File: src/rtl/mole_pkg.sv
// mole_pkg: shared state encoding and constants for the mole hit scorer.
package mole_pkg;

   typedef enum logic [1:0] {
      IDLE,
      ARMED,
      HIT_WAIT,
      GAME_OVER
   } state_t;

   localparam logic [2:0] NO_MOLE       = 3'd5;
   localparam int         NUM_HOLES_DEF = 5;

   function automatic logic pos_valid(input logic [2:0] pos, input int holes);
      return {29'd0, pos} < holes;
   endfunction

endpackage

File: src/rtl/button_edge_detect.sv
// button_edge_detect: registers the button levels and flags rising edges.
module button_edge_detect #(
   parameter int N = 5
) (
   input  logic         clk,
   input  logic         rst,
   input  logic [N-1:0] buttons,
   output logic [N-1:0] press
);

   logic [N-1:0] prev;

   always_ff @(posedge clk) begin
      if (rst) prev <= '0;
      else     prev <= buttons;
   end

   assign press = buttons & ~prev;

endmodule

File: src/rtl/mole_hit_scorer.sv
// mole_hit_scorer: judges presses against the mole, keeps score and misses.
// Macro MOLE_STREAK_BONUS_EN adds a hit streak counter and bonus scoring.
module mole_hit_scorer
   import mole_pkg::*;
#(
   parameter int NUM_HOLES  = NUM_HOLES_DEF,
   parameter int SCORE_W    = 8,
   parameter int MAX_MISSES = 3
) (
   input  logic                 i_clk,
   input  logic                 i_rst,
   input  logic [2:0]           i_mole_position,
   input  logic                 i_position_changed,
   input  logic [NUM_HOLES-1:0] i_buttons,
   output logic                 o_change_position,
   output logic                 o_hit,
   output logic                 o_miss,
   output logic [SCORE_W-1:0]   o_score,
   output logic [2:0]           o_misses,
   output logic                 o_game_over
`ifdef MOLE_STREAK_BONUS_EN
   ,
   output logic [2:0]           o_streak
`endif
);

   localparam logic [2:0] MISS_LIMIT = 3'(MAX_MISSES);

   state_t               state;
   logic [2:0]           target;
   logic [NUM_HOLES-1:0] press;
   logic [NUM_HOLES-1:0] onehot;
   logic                 new_valid;
   logic                 hit_ev;
   logic                 miss_ev;
   logic [1:0]           inc;
   logic [SCORE_W:0]     sum;
   logic [SCORE_W-1:0]   score_nxt;
   logic [2:0]           misses_nxt;

   button_edge_detect #(.N(NUM_HOLES)) u_edge (
      .clk     (i_clk),
      .rst     (i_rst),
      .buttons (i_buttons),
      .press   (press)
   );

`ifdef MOLE_STREAK_BONUS_EN
   logic [2:0] streak;
   assign o_streak = streak;
   assign inc      = (streak >= 3'd3) ? 2'd2 : 2'd1;
`else
   assign inc      = 2'd1;
`endif

   // target still holds the mole the player saw; the strobe loads it afterwards
   assign new_valid  = pos_valid(i_mole_position, NUM_HOLES);
   assign onehot     = NUM_HOLES'(1) << target;
   assign hit_ev     = (state == ARMED) && (press != '0) && (press == onehot);
   assign miss_ev    = (state == ARMED) && !hit_ev
                       && ((press != '0) || i_position_changed);
   assign sum        = {1'b0, o_score} + {{(SCORE_W-1){1'b0}}, inc};
   assign score_nxt  = sum[SCORE_W] ? '1 : sum[SCORE_W-1:0];
   assign misses_nxt = (o_misses >= MISS_LIMIT) ? MISS_LIMIT : o_misses + 3'd1;

   always_ff @(posedge i_clk) begin
      if (i_rst) begin
         state             <= IDLE;
         target            <= NO_MOLE;
         o_change_position <= 1'b0;
         o_hit             <= 1'b0;
         o_miss            <= 1'b0;
         o_score           <= '0;
         o_misses          <= '0;
         o_game_over       <= 1'b0;
`ifdef MOLE_STREAK_BONUS_EN
         streak            <= '0;
`endif
      end else begin
         o_change_position <= 1'b0;
         o_hit             <= 1'b0;
         o_miss            <= 1'b0;
         if (i_position_changed) target <= i_mole_position;
         unique case (state)
            IDLE: begin
               if (i_position_changed && new_valid) state <= ARMED;
            end
            ARMED: begin
               if (hit_ev) begin
                  o_hit             <= 1'b1;
                  o_change_position <= 1'b1;
                  o_score           <= score_nxt;
                  state             <= HIT_WAIT;
`ifdef MOLE_STREAK_BONUS_EN
                  if (streak != 3'd7) streak <= streak + 3'd1;
`endif
               end else if (miss_ev) begin
                  o_miss   <= 1'b1;
                  o_misses <= misses_nxt;
`ifdef MOLE_STREAK_BONUS_EN
                  streak   <= '0;
`endif
                  if (misses_nxt == MISS_LIMIT) begin
                     o_game_over <= 1'b1;
                     state       <= GAME_OVER;
                  end else if (i_position_changed) begin
                     state <= new_valid ? ARMED : IDLE;
                  end
               end
            end
            HIT_WAIT: begin
               if (i_position_changed) state <= new_valid ? ARMED : IDLE;
            end
            GAME_OVER: begin
               state <= GAME_OVER;
            end
            default: state <= IDLE;
         endcase
      end
   end

endmodule
File: config.mk
export PLATFORM = sky130hd
export DESIGN_NAME = mole_hit_scorer
export DESIGN_NICKNAME = d
export VERILOG_FILES = /design/src/rtl/mole_pkg.sv /design/src/rtl/button_edge_detect.sv /design/src/rtl/mole_hit_scorer.sv
export SDC_FILE = /design/constraint.sdc
export NUM_CORES = 1
export LEC_CHECK = 0
export CORE_ASPECT_RATIO = 1.5
export CORE_MARGIN = 10
export CORE_UTILIZATION = 49
export CTS_CLUSTER_SIZE = 24
export DETAILED_ROUTE_END_ITERATION = 12
export GPL_TIMING_DRIVEN = 0
export PLACE_DENSITY_LB_ADDON = 0.2
export SLEW_MARGIN = 20
export SYNTH_ARGS = -nofsm -noshare
export SYNTH_HDL_FRONTEND = slang
export SYNTH_SLANG_ARGS = --single-unit
File: constraint.sdc
create_clock -name i_clk -period 3.05 [get_ports i_clk]
set_clock_uncertainty 0.15 [all_clocks]
set_input_delay 0.7625 -clock i_clk [delete_from_list [all_inputs] [get_ports i_clk]]
set_output_delay 0.7625 -clock i_clk [all_outputs]
set_load 0.02 [all_outputs]
Word-level counts from Yosys, hierarchy flattened
Cells that the tools add are included.

Bits in registers: 24. Input bits: 11. Output and inout port bits: 15. Word-level logic and storage cells: 50.

Add/subtract/negate cells: 2. Order comparisons: 2. Equal/unequal tests: 7. Shifts and indexed selects: 1. Muxes and demuxes: 11. Bitwise operators: 4. Reductions and logical operators: 15.

Operators with widths (number): $mux W2 (5); $add A8 B1 Y9 const B (1); $mux W8 (1); $pmux W2 S4 (1); $and A5 B5 Y5 (1); $eq A5 B5 Y1 (1); $logic_and A1 B1 Y1 (5); $not A5 Y5 (1); $reduce_bool A5 Y1 (1); $shl A1 B3 Y5 const A (1); $eq A2 B2 Y1 const B (2); $reduce_and A2 Y1 (2); $reduce_and A4 Y1 (1); $add A3 B1 Y3 const B (1); $eq A3 B2 Y1 const B (1); $ge A3 B2 Y1 const B (1); $lt A3 B3 Y1 const B (1); $mux W1 (3); $mux W3 (1); $ne A3 B3 Y1 const B (1); $reduce_and A3 Y1 (1); $reduce_or A3 Y1 (1); $eq A2 B1 Y1 const B (1); $logic_not A2 Y1 (1); 5 further kinds (6).

Longest topological paths before layout
Gate-level depths: netlist (run 1).

Word-level depth: 11. Mapped depth: 8. Gate-level depth less buffers: 8.

Cells and area by module
Synthesis (run 1) repeated with hierarchy kept, for this count alone.

Cells, all modules: 138. Area total of the unflattened synthesis: 1211.2 um^2.

By module, submodules not included: mole_hit_scorer (instances 1, cells an instance 123, area an instance 1048.5 um^2, seq. area each 380.4 um^2); button_edge_detect (instances 1, cells an instance 15, area an instance 162.7 um^2, seq. area each 100.1 um^2).

Worst setup path before layout (run 1)
Ideal clock, no wire load.

Path type: input -> register. Start: input i_buttons[4]. End: register o_score[6]. Setup time: 0.116 ns. Arrival: 2.313 ns. Required time: 2.784 ns. Path slack: 0.471 ns. Stages: 6. Buffers on the path: 0. Path through: nor2b_1 or4_4 o21ai_2 o2111ai_2 or4_2 o211a_1.

Word-level cells in the longest chain between the ends: 5. Elaborated cells between the ends (all ways): 6. Classes of those cells: eq/ne (1); bitwise (1); reduce/logical (4).

Ends and longest elaborated chain: start, declared (line mole_hit_scorer.sv:14) `input logic [NUM_HOLES-1:0] i_buttons,`; $and A5 B5 Y5 (*) (line button_edge_detect.sv:18) `assign press = buttons & ~prev;`; $reduce_bool A5 Y1 (line mole_hit_scorer.sv:59) `assign hit_ev = (state == ARMED) && (press != '0) && (press == onehot);`; $logic_and A1 B1 Y1 (line mole_hit_scorer.sv:59); $logic_and A1 B1 Y1 (*) (line mole_hit_scorer.sv:59); $reduce_and A2 Y1 (no source line) (*); end signal, assigned (line mole_hit_scorer.sv:92) `o_score <= score_nxt;`; end, declared (line mole_hit_scorer.sv:18) `output logic [SCORE_W-1:0] o_score,`.

Mark *: on every way between the ends. The rest lies on a longest branch, timed or not. A chain may end at the register's enable or synchronous reset.

Worst setup path after layout (run 1)
Same ends and word-level chain as after synthesis.

==> results of run 1 <==
==> cell usage after synthesis, types with 4 or more instances <==
| cell | n |
|---|---|
| sky130_fd_sc_hd__mux2i_1 | 4 |
| sky130_fd_sc_hd__o41ai_1 | 4 |
| sky130_fd_sc_hd__a21oi_1 | 4 |
| sky130_fd_sc_hd__inv_1 | 4 |
| sky130_fd_sc_hd__dfxtp_1 | 24 |
| sky130_fd_sc_hd__nor2b_1 | 11 |
| sky130_fd_sc_hd__nand2b_1 | 4 |
| sky130_fd_sc_hd__nor2_1 | 10 |
| sky130_fd_sc_hd__nand2_1 | 10 |
| sky130_fd_sc_hd__or4_1 | 4 |
| sky130_fd_sc_hd__nand3_1 | 6 |
==> metrics by stage <==
step	util, %	hold slack [ns]
after floorplan	-	0.371
after global placement	61.3	0.302
after detailed placement	61.3	0.302
after CTS	62.3	0.329
after global routing	62.3	0.334
final	62.3	0.323
==> how the worst max path moves through the flow <==
stage / from / endpoint / slack (ns) / cells past startpoint
after global routing: i_buttons[4] / o_score[3] / 0.08 / 8
after detailed placement: i_buttons[4] / o_score[6] / -0.1 / 7
final: i_buttons[4] / o_score[6] / 0.23 / 7
after floorplan: i_buttons[4] / o_score[6] / 0.47 / 6
after CTS: i_buttons[4] / o_score[6] / 0.23 / 7
after global placement: i_buttons[4] / o_score[6] / -0.07 / 7
==> cell usage in the layout (no fill, tap or decap), types with 2 or more instances in the layout <==
| cell | netlist | routed |
|---|---|---|
| sky130_fd_sc_hd__buf_4 | 3 | 3 |
| sky130_fd_sc_hd__or4_1 | 4 | 4 |
| sky130_fd_sc_hd__o41ai_1 | 4 | 4 |
| sky130_fd_sc_hd__nor2b_1 | 11 | 11 |
| sky130_fd_sc_hd__mux2i_1 | 4 | 4 |
| sky130_fd_sc_hd__nor3_1 | 3 | 3 |
| sky130_fd_sc_hd__dfxtp_1 | 24 | 24 |
| sky130_fd_sc_hd__a211oi_1 | 3 | 3 |
| sky130_fd_sc_hd__a21oi_1 | 4 | 4 |
| sky130_fd_sc_hd__o211a_1 | 2 | 2 |
| sky130_fd_sc_hd__nor4_1 | 2 | 2 |
| sky130_fd_sc_hd__nand4_1 | 2 | 2 |
| sky130_fd_sc_hd__nand2b_1 | 4 | 4 |
| sky130_fd_sc_hd__nand3_1 | 6 | 6 |
| sky130_fd_sc_hd__nor2_1 | 10 | 10 |
| sky130_fd_sc_hd__inv_1 | 4 | 4 |
| sky130_fd_sc_hd__a22oi_1 | 2 | 2 |
| sky130_fd_sc_hd__clkdlybuf4s50_1 | 0 | 23 |
| sky130_fd_sc_hd__o21ai_0 | 2 | 2 |
| sky130_fd_sc_hd__nand2_1 | 10 | 10 |
| sky130_fd_sc_hd__ha_1 | 3 | 3 |
| sky130_fd_sc_hd__clkbuf_4 | 1 | 4 |
==> metal layers <==
| metal | vias to the layer above | track usage [%] |
|---|---|---|
| li1 | 554 | - |
| met1 | 525 | 11.8 |
| met2 | 21 | 23.8 |
| met3 | 3 | 4.37 |
| met4 | 0 | 5.51 |
| met5 | - | 0 |
==> sequential cells by signal (all words and copies together), names as in the netlist <==
register / cells
o_misses: 3
u_edge.prev: 5
state: 2
o_score: 8
target: 3
o_hit: 1
o_miss: 1
o_game_over: 1
==> final cells by class <==
class	instances	share of cell area (%)
flip-flops and latches	24	32.2
inverters	5	1.26
multi-input cells	99	44.5
plain buffers	6	3.02
well taps	24	2.01
repair buffers	23	15.4
clock buffers	3	1.51
==> power breakdown <==
part | internal (mW) | switching [mW]
combinational | 0.0506 | 0.0583
clock | 0.0462 | 0.0867
sequential | 0.326 | 0.0108
total | 0.423 | 0.156
==> worst register-to-register path, delay by kind of cell, from the launching register on <==
family / cells / cell delay (ns)
DFF: 1 / 0.39
AOI/OAI and AO/OA: 3 / 0.43
and+or+nand+nor: 2 / 1.23
==> kinds of logic after synthesis <==
logic type	Yosys count	synth area share, %
AO/OA/AOI/OAI	34	22.3
adder cells (fa/ha/maj)	3	3.11
buffers and inverters	11	5.28
flip-flops	24	39.8
AND/OR/NAND/NOR	58	26.3
multiplexers	4	3.31
==> out/results.env, run 1 <==
R2R.WORST_PATH.CELLS=5
GRT_MAX_DEGREE=13
FINAL.SETUP.WORST_SLACK_NS=0.230
POSTSYNTHNETCOUNT=148
DETAIL_ROUTE.VIAS_PER_CELL=5.99
ANTENNADIODECOUNT=0
MET3_LENGTH_UM=188
DRC_VIOLATION_TOTAL_AFTER_THE_FIRST_TRITONROUTE_ITERATION=30
CLK_LATENCY_NS=0.31
IO_PINS=26
SLEW_HEADROOM_PCT=70.6
H-TREE-DEPTH=1
POST-ROUTE-PERIOD-UTIL_PCT=92.5
DESIGN.FINAL.NETS=176
FINAL-SEQ-AREA_UM2=480
YS.WARNINGS.COUNT=0
CTS.CLK_SLEW.WORST_PATHS_NS=0.12
PLACE_HPWL_UM=2350
YS_TOP_CELLS_BY_AREA='sky130_fd_sc_hd__dfxtp_1 40%, sky130_fd_sc_hd__nor2b_1 5.7%, sky130_fd_sc_hd__mux2i_1 3.3%'
POST-SYNTH-TOP-AREA-FRACTION_PCT=39.8
TIMING_HOLD_VIOLATIONS_FINAL=0
FINALSETUPVIOLATIONS=0
WORSTMARGINPINSLEW_NS=0.440
MET1_LENGTH_UM=1120
WIRE_LENGTH_OF_THE_FIRST_GLOBAL_ROUTING_PASS_UM=4970
SYNTH_AREA_LEADER_CELL='sky130_fd_sc_hd__dfxtp_1'
POST_DP_CELL_AREA_UM2=1470
ROUTE.FINAL.WIRE_LENGTH_UM=2980
OUTCOME='complete, no violations'
DIEHEIGHT_UM=80.8
FINAL_TOTAL_POWER_uW=578
TIMING.FINAL.MAX_SLEW_VIOLATIONS=0
CRITPATHCAPTURETYPE='flop'
CRIT_PATH_START_KIND='input pin'
CRITICAL_PATH.MAX_FANOUT=4
MIN_FROM='o_game_over'
AREA.GROWTH.SYNTH_TO_FINAL_PCT=23.4
POST-ROUTE-CELL-AREA_UM2=1490
MET2WIRELENGTH_UM=1650
COUNT_OF_ANTENNA_VIOLATING_NETS_LEFT_AFTER_DETAILED_ROUTING=0
CTS_BUFFERS=3
TIMING.CRITICAL_PATH.REQUIRED_NS=3.12
IO_BUFFER_COUNT=23
CTS_NUM_SINKS=24
POSTSYNTHREGISTERBITS=24
INITIAL_CORE_UTIL_PCT=50.5
MULTI_INPUT_AREA_UM2=664
YS_SEQ_AREA_SHARE_PCT=39.8
DRT_PASS1_ITERATIONS=6
SYN-MEAN-INSTANCE-AREA_UM2=9.02
NUMBER_OF_DRC_VIOLATIONS_AFTER_DETAILED_ROUTING=0
HOLDPATHSTAGES=1
SETUP.REG_TO_REG.WORST_SLACK_NS=0.75
INITIAL_ANTENNA_VIOLATION_COUNT=0
TIMING.CRITICAL_PATH.SLOWEST_CELL_DELAY_NS=0.68
CP_CELL_SEQUENCE='clkdlybuf4s50_1, inv_1, o21ai_0, or3_1, o2111ai_2, or4_2, o211a_1'
CRITICAL-PATH-SLOWEST-CELL='sky130_fd_sc_hd__or4_2'
CP_TOP_FAMILY='simple AND/OR/NAND/NOR gates'
POST_ROUTE_CELLS_DRIVE_ABOVE_1_SHARE_PCT=9.38
CAP_VIOL_MAX_COUNT=0
FIRST_GLOBAL_VIAS=1149
POSTSYNTHCELLCOUNT=134
FINAL.FILL_COUNT=224
CELLPOWERDENSITY_nW_PER_UM2=388
WORST_HOLD_PATH.ENDPOINT='o_game_over'
VIAS=1103
CTS_TREE='yes'
SYNTH_CELL_TYPES=47
GRT_OVERFLOW=0
RSZ0062_AT_GRT='no'
PLACE.DETAILED.INSTANCES=181
ASYNCSETRESETFLOPFRACSYNTH_PCT=0
TIMING.CRITICAL_PATH.ARRIVAL_NS=2.89
POST_CTS.REPAIR.SETUP_BUFFERS=0
LEAKAGE_POWER_FIGURE_nW=0.562
CRIT_REG_REG_ENDPOINT='o_score[6]'
AREA_OF_THE_DIE_UM2=4890
FIN_SETUP_TNS_NS=0
COUNT_OF_FLIP_FLOPS_WITH_A_BUILT_IN_ENABLE_AFTER_SYNTHESIS=0
ROWS=22
FIN_CRIT_NS=2.82
PLACE_CONGESTION=0.802
CP_NUM_BUF_INV=2
CLK_PATH_BUF_DEPTH=2
DIE_WIDTH_UM=60.6
FLOORPLAN.CORE_AREA_UM2=2390
CTS-HOLD-FIX-BUFFERS=0
POST_DRT_WL_PER_CELL_UM=16.2
SYN-CELL-AREA_UM2=1210
HP-CLASS='flop to flop'
POSTSYNTH.TOPFLOPCELL='sky130_fd_sc_hd__dfxtp_1'
DPL_WORST_SLACK_NS=-0.0965
WORSTSETUPPATHTYPE='input pin to flop'
POWER.IR.VDD_WORST_mV=0.253
INSTANCES_NO_FILL=184
ROOT_BUFFER_CELL='sky130_fd_sc_hd__clkbuf_4'
GLOBAL_ROUTING_USAGE_SUMMED_ACROSS_ALL_ROUTING_LAYERS_PCT=12.7
TIMING.FMAX_MHz=355
POST_CTS.RESIZED_INSTANCES=0
ROUTED.TOP_LAYER='met4'
TIMING.RR.START='target[2]'
(Power assumes the default switching activity.)
==> run 2: changes to the inputs <==
- SYNTH_HIERARCHICAL: unset -> 1
==> run 2 against run 1 <==
Worst hold slack got worse by 0.0096 ns. Register-to-register slack improved by 0.10 ns. Non-clock buffer count increased by 2. Combinational power decreased by 5%. Sequential power about the same. Clock power increased by 6%. Global-route usage about the same. Core utilization increased by 0.52 points. Synthesized cell count increased by 3.0%. Critical path type unchanged. Critical endpoint unchanged. Largest cell class unchanged. Highest routed layer unchanged.
==> out/results.env, run 2 <==
OUTCOME='complete, no violations'  # unchanged
CTS.CLK_SLEW.WORST_PATHS_NS=0.13  # was 0.12 ns
AREA.GROWTH.SYNTH_TO_FINAL_PCT=24.2  # was 23.4%
MAX_FLOP_REGISTER='o_score'  # unchanged
DETAIL_ROUTE.VIAS_PER_CELL=6.04  # was 5.99
CRITPATHCAPTURETYPE='flop'  # unchanged
TIMING.CRITICAL_PATH.ARRIVAL_NS=2.89  # about the same
YS_TOP_CELLS_BY_AREA='sky130_fd_sc_hd__dfxtp_1 40%, sky130_fd_sc_hd__nor2b_1 5.2%, sky130_fd_sc_hd__a31oi_1 4.1%'  # was sky130_fd_sc_hd__dfxtp_1 40%, sky130_fd_sc_hd__nor2b_1 5.7%, sky130_fd_sc_hd__mux2i_1 3.3%
DESIGN.FINAL.NETS=181  # was 176
POWER_SWITCHING_SHARE_PCT=27.6  # was 26.9%
TIMING.FMAX_MHz=355  # about the same
AREA_OF_THE_DIE_UM2=4900  # was 4890 µm²
CP_NUM_BUF_INV=2  # unchanged
ROOT_BUFFER_CELL='sky130_fd_sc_hd__clkbuf_4'  # unchanged
DPL_WORST_SLACK_NS=-0.0893  # was -0.0965 ns
FLOORPLAN.CORE_AREA_UM2=2390  # unchanged
SYNTHMOSTINSTANTIATEDCELL='sky130_fd_sc_hd__dfxtp_1'  # unchanged
INITIAL_ANTENNA_VIOLATION_COUNT=0  # unchanged
POWER.IR.VDD_WORST_mV=0.224  # was 0.253 mV
COUNT_OF_ANTENNA_VIOLATING_NETS_LEFT_AFTER_DETAILED_ROUTING=0  # unchanged
ROUTE.FINAL.WIRE_LENGTH_UM=2980  # about the same
IO_BUFFER_COUNT=24  # was 23
FINAL.FILL_COUNT=223  # was 224
H-TREE-DEPTH=1  # unchanged
IO_PINS=26  # unchanged
HP-CLASS='flop to flop'  # unchanged
FIRST_GLOBAL_VIAS=1102  # was 1,149
POSTSYNTHNETCOUNT=152  # was 148
POST_CTS.REPAIR.SETUP_BUFFERS=0  # unchanged
PLACE_CONGESTION=0.847  # was 0.802
CTS_TREE='yes'  # unchanged
FIN_CRIT_NS=2.82  # about the same
COUNT_OF_FLIP_FLOPS_WITH_A_BUILT_IN_ENABLE_AFTER_SYNTHESIS=0  # unchanged
POSTSYNTHREGISTERBITS=24  # unchanged
FINAL-SEQ-AREA_UM2=480  # unchanged
GRT_OVERFLOW=0  # unchanged
CRITICAL-PATH-SLOWEST-CELL='sky130_fd_sc_hd__clkdlybuf4s50_1'  # was sky130_fd_sc_hd__or4_2
POSTSYNTHCELLCOUNT=138  # was 134
CP_CELL_SEQUENCE='clkdlybuf4s50_1, nor2b_1, or3b_1, a2111oi_2, or3_2, buf_6, nand4_1, o311a_1'  # was clkdlybuf4s50_1, inv_1, o21ai_0, or3_1, o2111ai_2, or4_2, o211a_1
CTS_BUFFERS=3  # unchanged
PLACE.DETAILED.INSTANCES=186  # was 181
CELLPOWERDENSITY_nW_PER_UM2=386  # was 388 nW/µm²
INITIAL_CORE_UTIL_PCT=50.6  # was 50.5%
GLOBAL_ROUTING_USAGE_SUMMED_ACROSS_ALL_ROUTING_LAYERS_PCT=12.7  # about the same
SLEW_HEADROOM_PCT=66.3  # was 70.6%
RSZ0062_AT_GRT='no'  # unchanged
P_SWITCHING_uW=160  # was 156 µW
POST_ROUTE_CELLS_DRIVE_ABOVE_1_SHARE_PCT=7.88  # was 9.38%
TIMING.CRITICAL_PATH.REQUIRED_NS=3.12  # about the same
ASYNCSETRESETFLOPFRACSYNTH_PCT=0  # unchanged
CLK_LATENCY_NS=0.32  # was 0.31 ns
CAP_VIOL_MAX_COUNT=0  # unchanged
WORSTMARGINPINSLEW_NS=0.501  # was 0.440 ns
POST_CTS.RESIZED_INSTANCES=0  # unchanged
FIN_WORST_HOLD_SLACK_NS=0.313  # was 0.323 ns
GRT_MAX_DEGREE=13  # unchanged
TIMING.CRITICAL_PATH.SLOWEST_CELL_DELAY_NS=0.46  # was 0.68 ns
FINISH.UTILIZATION_PCT=62.8  # was 62.3%
MULTI_INPUT_AREA_UM2=661  # was 664 µm²
YS.WARNINGS.COUNT=6  # was 0
P_SEQ_SHARE_PCT=57.9  # was 58.2%
INSTANCES_NO_FILL=189  # was 184
POWER.SHARE.CLOCK_PCT=24.3  # was 23.0%
YS_SEQ_AREA_SHARE_PCT=39.7  # was 39.8%
FINAL_TOTAL_POWER_uW=580  # was 578 µW
LARGESTREGISTERS='o_score (8), u_edge/prev (5)'  # was o_score (8), u_edge.prev (5)
PLACE_HPWL_UM=2230  # was 2350 µm
SYN-CELL-AREA_UM2=1210  # about the same
TIMING.FINAL.MAX_SLEW_VIOLATIONS=0  # unchanged
LARGEST_REGISTER_FFS=8  # unchanged
POSTSYNTH.TOPFLOPCELL='sky130_fd_sc_hd__dfxtp_1'  # unchanged
DRT_PASS1_ITERATIONS=4  # was 6
POST_DRT_WL_PER_CELL_UM=15.7  # was 16.2 µm
LEAKAGE_POWER_FIGURE_nW=0.575  # was 0.562 nW
FINAL.SETUP.WORST_SLACK_NS=0.234  # was 0.230 ns
ANTENNADIODECOUNT=0  # unchanged
DIEHEIGHT_UM=80.9  # was 80.8 µm
ROWS=22  # unchanged
DIE_WIDTH_UM=60.6  # about the same
CLK_PATH_BUF_DEPTH=2  # unchanged
CTS-HOLD-FIX-BUFFERS=0  # unchanged
SYN-MEAN-INSTANCE-AREA_UM2=8.78  # was 9.02 µm²
FINAL_CELL_MIX='24 x sky130_fd_sc_hd__clkdlybuf4s50_1, 24 x sky130_fd_sc_hd__dfxtp_1, 11 x sky130_fd_sc_hd__nor2_1, 10 x sky130_fd_sc_hd__nand2_1, 10 x sky130_fd_sc_hd__nor2b_1'  # was 24 x sky130_fd_sc_hd__dfxtp_1, 23 x sky130_fd_sc_hd__clkdlybuf4s50_1, 11 x sky130_fd_sc_hd__nor2b_1, 10 x sky130_fd_sc_hd__nor2_1, 10 x sky130_fd_sc_hd__nand2_1
CP_TOP_FAMILY='simple AND/OR/NAND/NOR gates'  # unchanged
SYNTH_AREA_LEADER_CELL='sky130_fd_sc_hd__dfxtp_1'  # unchanged
POST-ROUTE-PERIOD-UTIL_PCT=92.3  # was 92.5%
VIAS=1142  # was 1,103
WIRE_LENGTH_OF_THE_FIRST_GLOBAL_ROUTING_PASS_UM=5010  # was 4970 µm
POWER.SHARE.COMBINATIONAL_PCT=17.9  # was 18.8%
DRC_VIOLATION_TOTAL_AFTER_THE_FIRST_TRITONROUTE_ITERATION=59  # was 30
YS_TOP_CELLS_BY_COUNT='24 x sky130_fd_sc_hd__dfxtp_1, 11 x sky130_fd_sc_hd__nor2_1, 10 x sky130_fd_sc_hd__nand2_1, 10 x sky130_fd_sc_hd__nor2b_1'  # was 24 x sky130_fd_sc_hd__dfxtp_1, 11 x sky130_fd_sc_hd__nor2b_1, 10 x sky130_fd_sc_hd__nand2_1, 10 x sky130_fd_sc_hd__nor2_1, 6 x sky130_fd_sc_hd__nand3_1
POST-SYNTH-TOP-AREA-FRACTION_PCT=39.7  # was 39.8%
CRIT_PATH_START_KIND='input pin'  # unchanged
WORSTSETUPPATHTYPE='input pin to flop'  # unchanged
CELLINTERNALPOWER_uW=420  # was 423 µW
FINALSETUPVIOLATIONS=0  # unchanged
CTS_NUM_SINKS=24  # unchanged
NUMBER_OF_DRC_VIOLATIONS_AFTER_DETAILED_ROUTING=0  # unchanged
SYNTH_CELL_TYPES=44  # was 47
TIMING_HOLD_VIOLATIONS_FINAL=0  # unchanged
CRITICAL_PATH.MAX_FANOUT=10  # was 4
==> run 2: area by class of cell <==
type                    count  share of cell area, %
plain buffers               7                   2.66
clock buffers               3                   1.50
flip-flops and latches     24                   31.9
inverters                   8                   2.00
repair buffers             24                   16.0
multi-input cells          99                   43.9
well taps                  24                   2.00
==> run 2: power groups by stage <==
stage | Clock [mW] | Combinational [mW] | Sequential (mW)
3_3_place_gp | 0 | 0.101 | 0.342
6_report | 0.141 | 0.104 | 0.336
3_5_place_dp | 0 | 0.104 | 0.343
5_1_grt | 0.153 | 0.115 | 0.338
4_1_cts | 0.142 | 0.105 | 0.336
2_1_floorplan | 0 | 0.0590 | 0.347
==> run 2: per-stage QoR <==
| stage | area [µm²] | setup TNS [ns] |
|---|---|---|
| after detailed placement | 1480 | -0.376 |
| after global placement | 1480 | -0.0542 |
| after global routing | 1500 | 0 |
| after floorplan | 1210 | 0 |
| final | 1500 | 0 |
| after CTS | 1500 | 0 |
==> run 2: worst reg2reg max path: stages, from the launching register on <==
cell,delay (ns)
sky130_fd_sc_hd__dfxtp_1,0.32
sky130_fd_sc_hd__nor2b_1,0.16
sky130_fd_sc_hd__or3b_1,0.38
sky130_fd_sc_hd__a2111oi_2,0.35
sky130_fd_sc_hd__or3_2,0.21
sky130_fd_sc_hd__buf_6,0.14
sky130_fd_sc_hd__nand4_1,0.09
sky130_fd_sc_hd__o311a_1,0.29
==> run 2: cells by family after synthesis <==
| logic type | after synthesis | synth area share (%) |
|---|---|---|
| compound gates | 36 | 23.3 |
| simple gates | 56 | 24.8 |
| mux | 4 | 3.31 |
| fa+ha+maj | 3 | 3.10 |
| buf+inv | 15 | 5.79 |
| flops | 24 | 39.7 |
==> run 2: path summary, 6_finish.rpt <==
check	startpoint	endpoint	slack, ns	depth (start not counted)
worst max-delay path	i_buttons[0]	o_score[6]	0.23	8
worst min register to register	o_game_over	o_game_over	0.31	2
worst max register to register	u_edge/prev[0]	o_score[6]	0.85	7
worst min-delay path	o_game_over	o_game_over	0.31	2
==> run 2: routing by layer <==
metal	wire, µm	up-vias	GRT usage, %
li1	-	571	-
met1	1190	540	13.9
met2	1540	27	21.5
met3	202	4	4.52
met4	42	0	5.07
met5	0	-	0
